==> config.mk <==
export PLATFORM = sky130hd
export DESIGN_NAME = layer_sched_flat
export DESIGN_NICKNAME = d
export VERILOG_FILES = /design/src/rtl/layer_sched_if.sv /design/src/rtl/layer_sched.sv /design/src/flat_wrapper.sv
export SDC_FILE = /design/constraint.sdc
export NUM_CORES = 1
export LEC_CHECK = 0
export BUFFER_PORTS_ARGS = -buffer_cell sky130_fd_sc_hd__buf_4
export CORE_AREA = 5 5 156 158
export DETAILED_ROUTE_END_ITERATION = 8
export DIE_AREA = 0 0 161 163
export HOLD_SLACK_MARGIN = 0.08
export PLACE_DENSITY = 0.65
export SLEW_MARGIN = 10
export SYNTH_ARGS = -nofsm -noshare
export SYNTH_HDL_FRONTEND = slang
export SYNTH_SLANG_ARGS = --single-unit
==> constraint.sdc <==
create_clock -name clk -period 4.6 [get_ports clk]
set_input_delay 0.46 -clock clk [delete_from_list [all_inputs] [get_ports clk]]
set_output_delay 0.46 -clock clk [all_outputs]
set_load 0.05 [all_outputs]
==> src/rtl/layer_sched_if.sv <==
// rtl/layer_sched_if.sv - layer sequencer handshake, config and DRAM bus bundle
interface layer_sched_if #(
  parameter int DATA_WIDTH = 32,
  parameter int ADDR_WIDTH = 18,
  parameter int NUM_ENG    = 4
);
  logic                             start;
  logic                             cfg_we;
  logic [2:0]                       cfg_idx;
  logic [$clog2(NUM_ENG)-1:0]       cfg_eng;
  logic [3:0]                       cfg_num;
  logic [NUM_ENG-1:0]               eng_enable;
  logic [NUM_ENG-1:0]               eng_done;
  logic [NUM_ENG*ADDR_WIDTH-1:0]    eng_addr_rd;
  logic [NUM_ENG*ADDR_WIDTH-1:0]    eng_addr_wr;
  logic [NUM_ENG-1:0]               eng_en_rd;
  logic [NUM_ENG-1:0]               eng_en_wr;
  logic [NUM_ENG*DATA_WIDTH-1:0]    eng_wdata;
  logic [ADDR_WIDTH-1:0]            dram_addr_rd;
  logic [ADDR_WIDTH-1:0]            dram_addr_wr;
  logic                             dram_en_rd;
  logic                             dram_en_wr;
  logic [DATA_WIDTH-1:0]            dram_wdata;
  logic                             busy;
  logic                             done;
  logic                             err_timeout;
  logic [2:0]                       cur_layer;
  logic [31:0]                      run_cycles;

  modport slave (
    input  start, cfg_we, cfg_idx, cfg_eng, cfg_num,
           eng_done, eng_addr_rd, eng_addr_wr, eng_en_rd, eng_en_wr, eng_wdata,
    output eng_enable, dram_addr_rd, dram_addr_wr, dram_en_rd, dram_en_wr, dram_wdata,
           busy, done, err_timeout, cur_layer, run_cycles
  );

  modport master (
    output start, cfg_we, cfg_idx, cfg_eng, cfg_num,
           eng_done, eng_addr_rd, eng_addr_wr, eng_en_rd, eng_en_wr, eng_wdata,
    input  eng_enable, dram_addr_rd, dram_addr_wr, dram_en_rd, dram_en_wr, dram_wdata,
           busy, done, err_timeout, cur_layer, run_cycles
  );
endinterface

==> src/rtl/layer_sched.sv <==
// rtl/layer_sched.sv - CNN layer sequencer: launches engines from a layer list and muxes DRAM
module layer_sched #(
  parameter int DATA_WIDTH = 32,
  parameter int ADDR_WIDTH = 18,
  parameter int NUM_ENG    = 4,
  parameter int MAX_LAYERS = 8,
  parameter int TIMEOUT    = 1 << 20
) (
  input  logic            clk,
  input  logic            srst,
  layer_sched_if.slave    bus
);
  localparam int EW  = $clog2(NUM_ENG);
  localparam int LW  = $clog2(MAX_LAYERS);
  localparam int WDW = $clog2(TIMEOUT) + 1;

  typedef enum logic [2:0] {S_IDLE, S_LAUNCH, S_RUN, S_DRAIN, S_FIN} state_t;

  state_t            r_state, w_next;
  logic [EW-1:0]     r_list [MAX_LAYERS];
  logic [LW:0]       r_num;
  logic [LW-1:0]     r_cur;
  logic [WDW-1:0]    r_wd;
  logic              r_err;
  logic [31:0]       r_cycles;

  logic [EW-1:0]     w_gnt;
  logic              w_granted;
  logic              w_gnt_done;
  logic              w_wd_exp;
  logic              w_last;
  logic [LW:0]       w_num;

  assign w_gnt      = r_list[r_cur];
  assign w_granted  = (r_state == S_LAUNCH) || (r_state == S_RUN) || (r_state == S_DRAIN);
  assign w_gnt_done = bus.eng_done[w_gnt];
  assign w_wd_exp   = (r_wd == WDW'(TIMEOUT - 1));
  assign w_last     = ({1'b0, r_cur} == r_num - (LW+1)'(1));
  assign w_num      = (bus.cfg_num > (LW+1)'(MAX_LAYERS)) ? (LW+1)'(MAX_LAYERS) : bus.cfg_num;

  always_ff @(posedge clk) begin
    if (srst) r_state <= S_IDLE;
    else      r_state <= w_next;
  end

  // A done from the granted engine wins over a watchdog expiry in the same cycle.
  always_comb begin
    w_next = r_state;
    case (r_state)
      S_IDLE:   if (bus.start) w_next = (bus.cfg_num == '0) ? S_FIN : S_LAUNCH;
      S_LAUNCH: w_next = S_RUN;
      S_RUN: begin
        if (w_gnt_done)    w_next = S_DRAIN;
        else if (w_wd_exp) w_next = S_FIN;
      end
      S_DRAIN:  w_next = w_last ? S_FIN : S_LAUNCH;
      S_FIN:    w_next = S_IDLE;
      default:  w_next = S_IDLE;
    endcase
  end

  always_ff @(posedge clk) begin
    if (srst) begin
      for (int i = 0; i < MAX_LAYERS; i++) r_list[i] <= '0;
      r_num    <= '0;
      r_cur    <= '0;
      r_wd     <= '0;
      r_err    <= 1'b0;
      r_cycles <= '0;
    end else begin
      if (r_state == S_IDLE && bus.cfg_we) r_list[bus.cfg_idx] <= bus.cfg_eng;
      if (r_state == S_IDLE && bus.start) begin
        r_num    <= w_num;
        r_cur    <= '0;
        r_err    <= 1'b0;
        r_cycles <= '0;
      end else if (r_state != S_IDLE && r_cycles != '1) begin
        r_cycles <= r_cycles + 32'd1;
      end
      if (r_state == S_LAUNCH) r_wd <= '0;
      if (r_state == S_RUN)    r_wd <= r_wd + WDW'(1);
      if (r_state == S_RUN && !w_gnt_done && w_wd_exp) r_err <= 1'b1;
      if (r_state == S_DRAIN && !w_last) r_cur <= r_cur + LW'(1);
    end
  end

  always_comb begin
    bus.busy         = (r_state != S_IDLE);
    bus.done         = (r_state == S_FIN);
    bus.err_timeout  = r_err;
    bus.cur_layer    = 3'(r_cur);
    bus.run_cycles   = r_cycles;
    bus.eng_enable   = '0;
    bus.dram_addr_rd = '0;
    bus.dram_addr_wr = '0;
    bus.dram_en_rd   = 1'b0;
    bus.dram_en_wr   = 1'b0;
    bus.dram_wdata   = '0;
    if (r_state == S_LAUNCH) bus.eng_enable = NUM_ENG'(1) << w_gnt;
    if (w_granted) begin
      bus.dram_addr_rd = bus.eng_addr_rd[w_gnt*ADDR_WIDTH +: ADDR_WIDTH];
      bus.dram_addr_wr = bus.eng_addr_wr[w_gnt*ADDR_WIDTH +: ADDR_WIDTH];
      bus.dram_en_rd   = bus.eng_en_rd[w_gnt];
      bus.dram_en_wr   = bus.eng_en_wr[w_gnt];
      bus.dram_wdata   = bus.eng_wdata[w_gnt*DATA_WIDTH +: DATA_WIDTH];
    end
  end
endmodule

==> src/flat_wrapper.sv <==
// flat-port wrapper written by rule: the top's interface ports become plain ports
module layer_sched_flat 
#(
  parameter int DATA_WIDTH = 32,
  parameter int ADDR_WIDTH = 18,
  parameter int NUM_ENG    = 4,
  parameter int MAX_LAYERS = 8,
  parameter int TIMEOUT    = 1 << 20
)
  (clk, srst, bus_start, bus_cfg_we, bus_cfg_idx, bus_cfg_eng, bus_cfg_num, bus_eng_done, bus_eng_addr_rd, bus_eng_addr_wr, bus_eng_en_rd, bus_eng_en_wr, bus_eng_wdata, bus_eng_enable, bus_dram_addr_rd, bus_dram_addr_wr, bus_dram_en_rd, bus_dram_en_wr, bus_dram_wdata, bus_busy, bus_done, bus_err_timeout, bus_cur_layer, bus_run_cycles);
  layer_sched_if #(.DATA_WIDTH(DATA_WIDTH), .ADDR_WIDTH(ADDR_WIDTH), .NUM_ENG(NUM_ENG)) bus_i ();
  input  logic clk;
  input  logic srst;
  input wire logic [$bits(bus_i.start)-1:0] bus_start;
  input wire logic [$bits(bus_i.cfg_we)-1:0] bus_cfg_we;
  input wire logic [$bits(bus_i.cfg_idx)-1:0] bus_cfg_idx;
  input wire logic [$bits(bus_i.cfg_eng)-1:0] bus_cfg_eng;
  input wire logic [$bits(bus_i.cfg_num)-1:0] bus_cfg_num;
  input wire logic [$bits(bus_i.eng_done)-1:0] bus_eng_done;
  input wire logic [$bits(bus_i.eng_addr_rd)-1:0] bus_eng_addr_rd;
  input wire logic [$bits(bus_i.eng_addr_wr)-1:0] bus_eng_addr_wr;
  input wire logic [$bits(bus_i.eng_en_rd)-1:0] bus_eng_en_rd;
  input wire logic [$bits(bus_i.eng_en_wr)-1:0] bus_eng_en_wr;
  input wire logic [$bits(bus_i.eng_wdata)-1:0] bus_eng_wdata;
  output wire logic [$bits(bus_i.eng_enable)-1:0] bus_eng_enable;
  output wire logic [$bits(bus_i.dram_addr_rd)-1:0] bus_dram_addr_rd;
  output wire logic [$bits(bus_i.dram_addr_wr)-1:0] bus_dram_addr_wr;
  output wire logic [$bits(bus_i.dram_en_rd)-1:0] bus_dram_en_rd;
  output wire logic [$bits(bus_i.dram_en_wr)-1:0] bus_dram_en_wr;
  output wire logic [$bits(bus_i.dram_wdata)-1:0] bus_dram_wdata;
  output wire logic [$bits(bus_i.busy)-1:0] bus_busy;
  output wire logic [$bits(bus_i.done)-1:0] bus_done;
  output wire logic [$bits(bus_i.err_timeout)-1:0] bus_err_timeout;
  output wire logic [$bits(bus_i.cur_layer)-1:0] bus_cur_layer;
  output wire logic [$bits(bus_i.run_cycles)-1:0] bus_run_cycles;
  assign bus_i.start = bus_start;
  assign bus_i.cfg_we = bus_cfg_we;
  assign bus_i.cfg_idx = bus_cfg_idx;
  assign bus_i.cfg_eng = bus_cfg_eng;
  assign bus_i.cfg_num = bus_cfg_num;
  assign bus_i.eng_done = bus_eng_done;
  assign bus_i.eng_addr_rd = bus_eng_addr_rd;
  assign bus_i.eng_addr_wr = bus_eng_addr_wr;
  assign bus_i.eng_en_rd = bus_eng_en_rd;
  assign bus_i.eng_en_wr = bus_eng_en_wr;
  assign bus_i.eng_wdata = bus_eng_wdata;
  assign bus_eng_enable = bus_i.eng_enable;
  assign bus_dram_addr_rd = bus_i.dram_addr_rd;
  assign bus_dram_addr_wr = bus_i.dram_addr_wr;
  assign bus_dram_en_rd = bus_i.dram_en_rd;
  assign bus_dram_en_wr = bus_i.dram_en_wr;
  assign bus_dram_wdata = bus_i.dram_wdata;
  assign bus_busy = bus_i.busy;
  assign bus_done = bus_i.done;
  assign bus_err_timeout = bus_i.err_timeout;
  assign bus_cur_layer = bus_i.cur_layer;
  assign bus_run_cycles = bus_i.run_cycles;
  layer_sched #(.DATA_WIDTH(DATA_WIDTH), .ADDR_WIDTH(ADDR_WIDTH), .NUM_ENG(NUM_ENG), .MAX_LAYERS(MAX_LAYERS), .TIMEOUT(TIMEOUT)) u_core (.clk(clk), .srst(srst), .bus(bus_i));
endmodule
; ---- After elaboration in Yosys (flattened, before gate mapping)
; Memories as Yosys holds them, arrays and structs flattened. A register that Yosys moved wholly into a read port is not among the register bits.
; Cells that the tools add are included.
; Widths: inputs -> output; s select.
[totals]
regBits = 64
latch_bits = 0
ram_bits = 16
romBits = 0
input_bits = 297
out_inout_bits = 112
wordCells = 81
mem_count = 1
[mem_list]
columns = memory, words, word_bits, rd, rd_clocked_by_memory_dff, wr, line_no
row1 = u_core.r_list, 8, 2, 1, 1, 8, layer_sched.sv:20  ; logic [EW-1:0] r_list [MAX_LAYERS];
[op_classes]
n_addsub = 4
n_mul = 1
div = 0
n_lt_le_gt_ge = 2
eq_ne = 9
n_shift = 4
n_mux = 35
bitwise_logic = 0
n_reduce_logical = 19
[op_table]
columns = cell, n
row1 = $shiftx 72x8->18, 2
row2 = $shiftx 128x8->32, 1
row3 = $mux 21, 2
row4 = $mux 18, 2
row5 = $add 32x1->32 const B, 1
row6 = $mux 32, 1
row7 = $ne 32x32->1 const B, 1
row8 = $mux 3, 10
row9 = $add 21x1->21 const B, 1
row10 = $eq 21x20->1 const B, 1
row11 = $mux 1, 13
row12 = $pmux 3 s4, 1
row13 = $mux 4, 2
row14 = $bmux 1 s2, 3
row15 = $eq 3x2->1 const B, 2
row16 = $logic_and 1x1->1, 6
row17 = $mul 2x4->6 const B, 1
row18 = $reduce_bool 2->1, 3
row19 = $eq 3x4->1, 1
row20 = $gt 4x4->1 const B, 1
row21 = $logic_not 4->1, 1
row22 = $reduce_or 2->1, 2
row23 = $shl 1x2->4 const A, 1
row24 = $sub 4x1->4 const B, 1
row25 = other kinds (12), 14

; ---- Longest topological paths before layout
; Gate-level depths: netlist of run 1.
[depth]
ltp_word = 7
ltp_mapped = 8
mapped_depth_nobuf = 8

; ---- Least setup slack after synthesis of run 1
; OpenSTA, ideal clock, no wires.
[synth_path]
path_type = reg-to-output
from = register (tool-made name)
to = output bus_dram_wdata[23]
arrival_time_ns = 2.982
required_time_ns = 4.140
slack_ns = 1.158
stages_incl_launch_ff = 8
n_path_buf = 3
path_cell_list = dfxtp_1 -> mux4_1 -> mux2i_2 -> buf_6 -> buf_6 -> buf_2 -> a211oi_1 -> a211oi_1
[synth_lines]
columns = element, line_no
row1 = end: declaration, flat_wrapper.sv:30  ; output wire logic [$bits(bus_i.dram_wdata)-1:0] bus_dram_wdata;

==> Flow_metrics.wiki, run 1 <==
{| class="wikitable"
! Metric !! Value
|-
| Final ANT Viol Nets || 0
|-
| Post-CTS Setup Repair Bufs || 0
|-
| Placed instance count || 1,434
|-
| Max VDD drop || 0.0001923 V
|-
| Maximum number of pins on one net before global-route repair || 115
|-
| Fraction of final layout cells sized beyond drive strength 1 || about two fifths
|-
| Slew at the pin with the worst max-slew slack || 1038 ps
|-
| Worst-case clock skew || 8.916 ps
|-
| Total number of yosys warnings || 0
|-
| Combinational family with the most area after synthesis || simple AND/OR/NAND/NOR gates
|-
| Sum Neg Setup Slack || 0 ps
|-
| Seq/Total Area, Yosys || 27.30%
|-
| Static leakage || between 4 and 5 nW
|-
| Number of enable flip-flop cells after synthesis || 16
|-
| Number of clock sinks || 83
|-
| Maximum fanout along the worst path || 114
|-
| Final #Nets || 1,456
|-
| RSZ-0062 raised after global routing || no
|-
| Predominant post-synthesis flop cell || dfxtp_1
|-
| Post-synthesis cell count || 792
|-
| Worst hold path depth || 3
|-
| Count of unique library cells instantiated by Yosys || 57
|-
| Initial drt markers || roughly 670
|-
| Cell types occupying the most area after synthesis || dfxtp_1 20%, a211oi_1 16%, mux2i_1 11%
|-
| DRT Pass-1 Iters || 5
|-
| Normalized max-slew margin || 30.64%
|-
| H-tree lvl count || 3
|-
| Max Cap Violations || 0
|-
| Post-CTS Hold Fix Bufs || 0
|-
| Result of the run || finished, final reports clean
|-
| Top library cells by usage in the layout, fill and taps aside || 418 x buf_4, 145 x a211oi_1, 75 x mux2i_1
|-
| Vias per cell || 5.315
|-
| Critical path arrival || 3500 ps
|-
| Critical path's most frequent cell || a211oi_1
|-
| Worst reg-to-reg setup slack || 1640 ps
|-
| Longest individual stage delay on the worst path || 640 ps
|-
| Total area of sequential cells || 0.001822 mm2
|-
| Antenna violations before repair || 4
|-
| Post-synthesis xor/xnor area fraction || roughly 2.6%
|-
| Drt drc || 0
|-
| Wire length of the first global-routing pass || 45,710 um
|-
| Initial Utilization || 29.04%
|-
| Routed vias || 7,712
|-
| CTS root buffer || clkbuf_16
|-
| Hold Crit Endpoint || u_core.r_num[3]
|-
| Top Ports || slightly above 400
|-
| Bufs on Longest Clock Path || 2
|-
| Site row count || between 50 and 60
|-
| Path type of the worst setup path || reg2out
|-
| Number of buffers inserted during clock tree synthesis || 9
|-
| Die boundary height || 163 um
|-
| Average detailed-routed wire length per instance || 21.84 um
|-
| Library cell with the largest summed area after synthesis || dfxtp_1
|-
| Class of the tightest hold or removal check || in2reg
|-
| Share of synthesized cell area in full adder, half adder and majority cells || 0.7499%
|-
| Wirelength, routed || 31,690 um
|-
| Overall global routing resource usage || 22.55%
|-
| Fraction of the cycle the final worst path needs || 86.15%
|-
| Fraction of registers with async set/reset || 0%
|-
| Number of input and output port buffers inserted || 408
|-
| Maximum clock frequency || 252.3 MHz
|-
| Compound-gate portion of the synthesized area || 23.62%
|-
| Simple-gate share of the synthesized area || around a quarter
|-
| Cell chain of the critical path || mux4_1 > mux2i_4 > buf_12 > nor2b_1 > a211oi_1 > a211oi_1 > buf_4
|-
| Slowest cell on the critical path || mux4_1
|-
| Reg-to-Reg End || u_core.bus.err_timeout
|-
| Mean instance size in the synthesized netlist || 8.427 um2
|-
| Number of non-filler instances in the completed layout || 1,451
|-
| Post-detailed-placement half-perimeter wirelength || 26,470 um
|-
| Area used by multi-input combinational logic || ~0.0044 mm2
|-
| Post-Route Hold Slack || around 410 ps
|-
| Synth top area share || 20.10%
|-
| Worst endpoint required time || between 4000 and 5000 ps
|-
| Clock Pin Slew Worst Setup and Hold Paths || 60 ps
|-
| Layout fillers || about 2,300
|-
| Leading cell type in the layout, fill and taps excluded || buf_4
|-
| Logic depth of the worst register-to-register path || 7
|-
| Critical path buffers and inverters || 2
|-
| Area growth, synth to finish || 51.63%
|-
| Post-layout minimum cycle time || 3963 ps
|-
| Critical path capture point type || primary output
|-
| Hold violation total from the final report || 0
|-
| Top delay family on crit path || multiplexers
|-
| Startpoint of the tightest hold check path || bus_cfg_num[3]
|-
| Post-Synthesis Net Count || 1,093
|-
| Worst-Skew Late Latency || 340 ps
|-
| Die Width || roughly 160 um
|-
| Post-CTS resize count || 0
|-
| GR Overflow Total || 0
|-
| CTS tree || built
|-
| Critical Path Source Type || register
|-
| Number of global-route vias before repair || 7,504
|-
| Total die area || 0.02624 mm2
|-
| Synthesized cell area || 0.006674 mm2
|-
| Weighted congestion at the end of routability-driven global placement || 0.9277
|-
| Multiplexer share of the synthesized area || 13.85%
|-
| Ratio of total power to cell area || between 200 and 300 mW/mm2
|-
| Number of synthesized register bits || 83
|-
| Core box area || 0.02298 mm2
|-
| Number of slew-limit violations in the final report || 0
|-
| # setup viols final || 0
|}
==> per-layer routing <==
metal  up-vias  routed length, um  GRT usage, %
met5         -                 25             0
met4         4                427         3.916
met3        32               3560         8.783
met2       375              13880         34.65
met1      3573              13800         30.52
li1       3728                  -             -
==> how the worst max path moves through the flow <==
stage	start	endpoint	cells past startpoint
4_1_cts	register	bus_dram_addr_wr[9]	7
2_1_floorplan	register	bus_dram_wdata[23]	7
5_1_grt	register	bus_dram_addr_wr[9]	7
3_5_place_dp	register	bus_dram_addr_wr[9]	7
3_3_place_gp	register	bus_dram_addr_wr[9]	7
6_report	register	bus_dram_addr_wr[9]	7
==> cell families after synthesis <==
kind of cell | after synthesis
adder cells (fa/ha/maj) | 4
buffers and inverters | 82
flip-flops | 83
XOR/XNOR | 20
AO/OA/AOI/OAI | 221
multiplexers | 85
AND/OR/NAND/NOR | 297
==> cell type report <==
type                    count  share of cell area [%]
diodes                      2                 0.04946
clock inverters             2                  0.3462
multi-input cells         627                   43.47
repair buffers            420                   31.40
well taps                 290                   3.586
clock buffers              13                   2.621
flip-flops and latches     83                   18.00
inverters                  14                  0.5193
==> Yosys cell counts, types with 3 or more instances <==
master / number
ha_1: 4
nor4_1: 5
a21oi_1: 28
and4_1: 7
o211ai_1: 10
edfxtp_1: 16
or3_1: 12
buf_2: 12
buf_12: 7
and3_1: 8
nand3b_1: 3
xnor2_1: 13
dfxtp_1: 67
o31ai_1: 3
or2_2: 5
mux4_1: 4
nor2b_1: 66
a211oi_1: 145
and2_1: 14
nor2_1: 53
buf_6: 3
clkbuf_1: 42
a41oi_1: 3
mux2_2: 4
inv_1: 13
nor3b_1: 11
nor3_1: 13
and2b_1: 5
o21ai_0: 15
nand4_1: 17
nand3_1: 22
nand2_1: 42
mux2i_1: 76
o31a_1: 3
or4_1: 6
nand2b_1: 3
xor2_1: 7
==> state kept, by name (all words and copies together), names as in the netlist, named ones only <==
name and flops:
u_core.bus.run_cycles 32, u_core.r_wd 21, u_core.r_list 16, u_core.r_num 4, u_core.bus.cur_layer 3, u_core.r_state 3, u_core.bus.err_timeout 1
==> worst reg2reg max path, stage by stage (launching register included) <==
cell and delay (ps):
dfxtp_1 450, mux4_1 640, mux2i_4 400, buf_4 370, inv_1 170, mux2i_1 170
or4_1 550, a21oi_1 150
==> power by group <==
part,internal (mW),switching [mW],total [mW]
clock network,0.456,0.276,0.732
registers,0.756,0.0139,0.770
logic,0.448,0.846,1.29
==> per-stage QoR <==
step                power (mW)  area, um2  setup slack, ps  utilization, %
finish                   2.796      10120            637.1           44.03
global route             2.913      10110            580.1           44.01
CTS                      2.814      10110            742.8           44.01
detailed placement       2.080       9814             1100           42.70
global placement         2.076       9814             1122           42.70
floorplan                1.568       6674             1158               -
(Power assumes the default switching activity.)
==> run 2, diff against run 1 <==
--- a/constraint.sdc
+++ b/constraint.sdc
@@ -3,2 +3,2 @@
 set_output_delay 0.46 -clock clk [all_outputs]
-set_load 0.05 [all_outputs]
+set_load 0.1 [all_outputs]
==> run 2 against run 1 <==
Compared with the run above:
- routed wire length decreased by 0.92%
- register-to-register slack got worse by 40 ps
- via count fell by 0.99%
- power increased by 16%
- sequential share of layout area is the same
- count of clock-buffer cells in the layout shrank 1
==> Flow_metrics.wiki, run 2 (synthesis gave the netlist of run 1 again) <==
{| class="wikitable"
! Metric !! Value
|-
| Result of the run || finished, final reports clean
|-
| Number of flip-flops in the largest register || 32
|-
| Worst endpoint required time || 4140 ps
|-
| Reg-to-Reg End || u_core.bus.err_timeout
|-
| Max Cap Violations || 0
|-
| Drt drc || 0
|-
| Worst-Skew Late Latency || ~340 ps
|-
| Initial drt markers || 645
|-
| Site row count || 56
|-
| Fraction of final layout cells sized beyond drive strength 1 || 38.75%
|-
| Post-detailed-placement half-perimeter wirelength || between 20,000 and 30,000 um
|-
| Antenna violations before repair || 10
|-
| GR Overflow Total || 0
|-
| Hold violation total from the final report || 0
|-
| Final #Nets || 1,453
|-
| Critical path arrival || 3440 ps
|-
| Worst hold path depth || 3
|-
| Post-layout minimum cycle time || 3900 ps
|-
| Initial Utilization || 29.04%
|-
| Maximum fanout along the worst path || 133
|-
| Top library cells by usage in the layout, fill and taps aside || 414 x buf_4, 145 x a211oi_1, 75 x mux2i_1
|-
| Die boundary height || 163 um
|-
| Vias per cell || 5.277
|-
| Wire length of the first global-routing pass || around 45,000 um
|-
| Pre-CTS WS || 1108 ps
|-
| Number of clock sinks || 83
|-
| Routed vias || 7,636
|-
| Logic depth of the worst register-to-register path || 7
|-
| Post-CTS Hold Fix Bufs || 0
|-
| Clock Pin Slew Worst Setup and Hold Paths || 60 ps
|-
| Number of global-route vias before repair || 7,393
|-
| Core box area || 0.02298 mm2
|-
| Maximum number of pins on one net before global-route repair || 134
|-
| Leading cell type in the layout, fill and taps excluded || buf_4
|-
| Post-CTS resize count || 0
|-
| Fraction of the cycle the final worst path needs || between 80% and 90%
|-
| Layout fillers || roughly 2,300
|-
| CTS tree || built
|-
| Class of the tightest hold or removal check || in2reg
|-
| # setup viols final || 0
|-
| Top Ports || 409
|-
| H-tree lvl count || 3
|-
| Overall global routing resource usage || 22.39%
|-
| CTS root buffer || clkbuf_16
|-
| Maximum clock frequency || 256.4 MHz
|-
| Ratio of total power to cell area || 320.5 mW/mm2
|-
| Critical path capture point type || primary output
|-
| RSZ-0062 raised after global routing || no
|-
| Final ANT Viol Nets || 0
|-
| Slew at the pin with the worst max-slew slack || 1033 ps
|-
| Wirelength, routed || approximately 31,000 um
|-
| Number of slew-limit violations in the final report || 0
|-
| Path type of the worst setup path || reg2out
|-
| Startpoint of the tightest hold check path || bus_cfg_num[3]
|-
| Average detailed-routed wire length per instance || 21.70 um
|-
| DRT Pass-1 Iters || 8
|-
| Weighted congestion at the end of routability-driven global placement || 0.8734
|-
| Number of buffers inserted during clock tree synthesis || 9
|-
| Post-CTS Setup Repair Bufs || 0
|-
| Total die area || 0.02624 mm2
|-
| Number of input and output port buffers inserted || 408
|-
| Sum Neg Setup Slack || 0 ps
|-
| Static leakage || ~4.5 nW
|-
| Critical Path Source Type || register
|-
| Final critical-path setup slack || 700.4 ps
|-
| Normalized max-slew margin || 30.99%
|-
| Area growth, synth to finish || 51.63%
|-
| Worst-case clock skew || 9.063 ps
|-
| Max VDD drop || about 0.00022 V
|-
| Die Width || 161 um
|-
| Hold Crit Endpoint || u_core.r_num[3]
|-
| Bufs on Longest Clock Path || 2
|-
| Worst reg-to-reg setup slack || 1600 ps
|}
==> run 2: power by group <==
part	leakage [nW]	internal (mW)	switching [mW]
logic	3.59	0.446	1.27
registers	0.706	0.756	0.0136
clock network	0.157	0.469	0.287
==> run 2: per-layer routing <==
layer,vias to the layer above,wire [um],track usage [%]
li1,3705,-,-
met1,3521,13190,29.02
met2,341,13600,33.71
met3,51,4021,11.19
met4,18,469,4.731
met5,-,115,0
==> run 2: how the worst max path moves through the flow <==
stage / end / slack (ps) / depth (start not counted)
floorplan: bus_dram_wdata[23] / 100 / 7
global placement: bus_dram_wdata[2] / 1150 / 6
detailed placement: bus_dram_wdata[2] / 1110 / 6
CTS: bus_dram_wdata[2] / 740 / 6
global route: bus_dram_addr_wr[12] / 470 / 7
finish: bus_dram_addr_wr[12] / 700 / 7
==> run 2: through the flow <==
stage | hold slack [ps] | utilization (%) | instances | power, mW | cell area [um2]
detailed placement | 444.7 | 42.66 | 1431 | 2.509 | 9804
CTS | 407.3 | 44.02 | 1446 | 3.262 | 10120
global placement | 442.7 | 42.66 | 1431 | 2.503 | 9804
global route | 422.8 | 44.03 | 1447 | 3.358 | 10120
finish | 415.1 | 44.03 | 1447 | 3.243 | 10120
floorplan | 453.6 | - | 792 | 2.005 | 6674
==> run 2: critical path, cell delays in order (launching register included) <==
cell	delay [ps]
dfxtp_1	430
mux4_1	630
mux2i_4	260
buf_12	530
nor2b_1	110
a211oi_1	640
a211oi_1	140
buf_4	290
==> run 2: area by class of cell <==
type | instances | area (um2) | area share [%]
antenna | 1 | 2.502 | 0.02473
clock inverter | 3 | 43.79 | 0.4327
inverter | 14 | 52.55 | 0.5193
timing repair buffer | 417 | 3168 | 31.31
multi-input combinational | 627 | 4399 | 43.47
clock buffer | 12 | 269.0 | 2.658
tap | 290 | 362.8 | 3.586
sequential | 83 | 1822 | 18.00
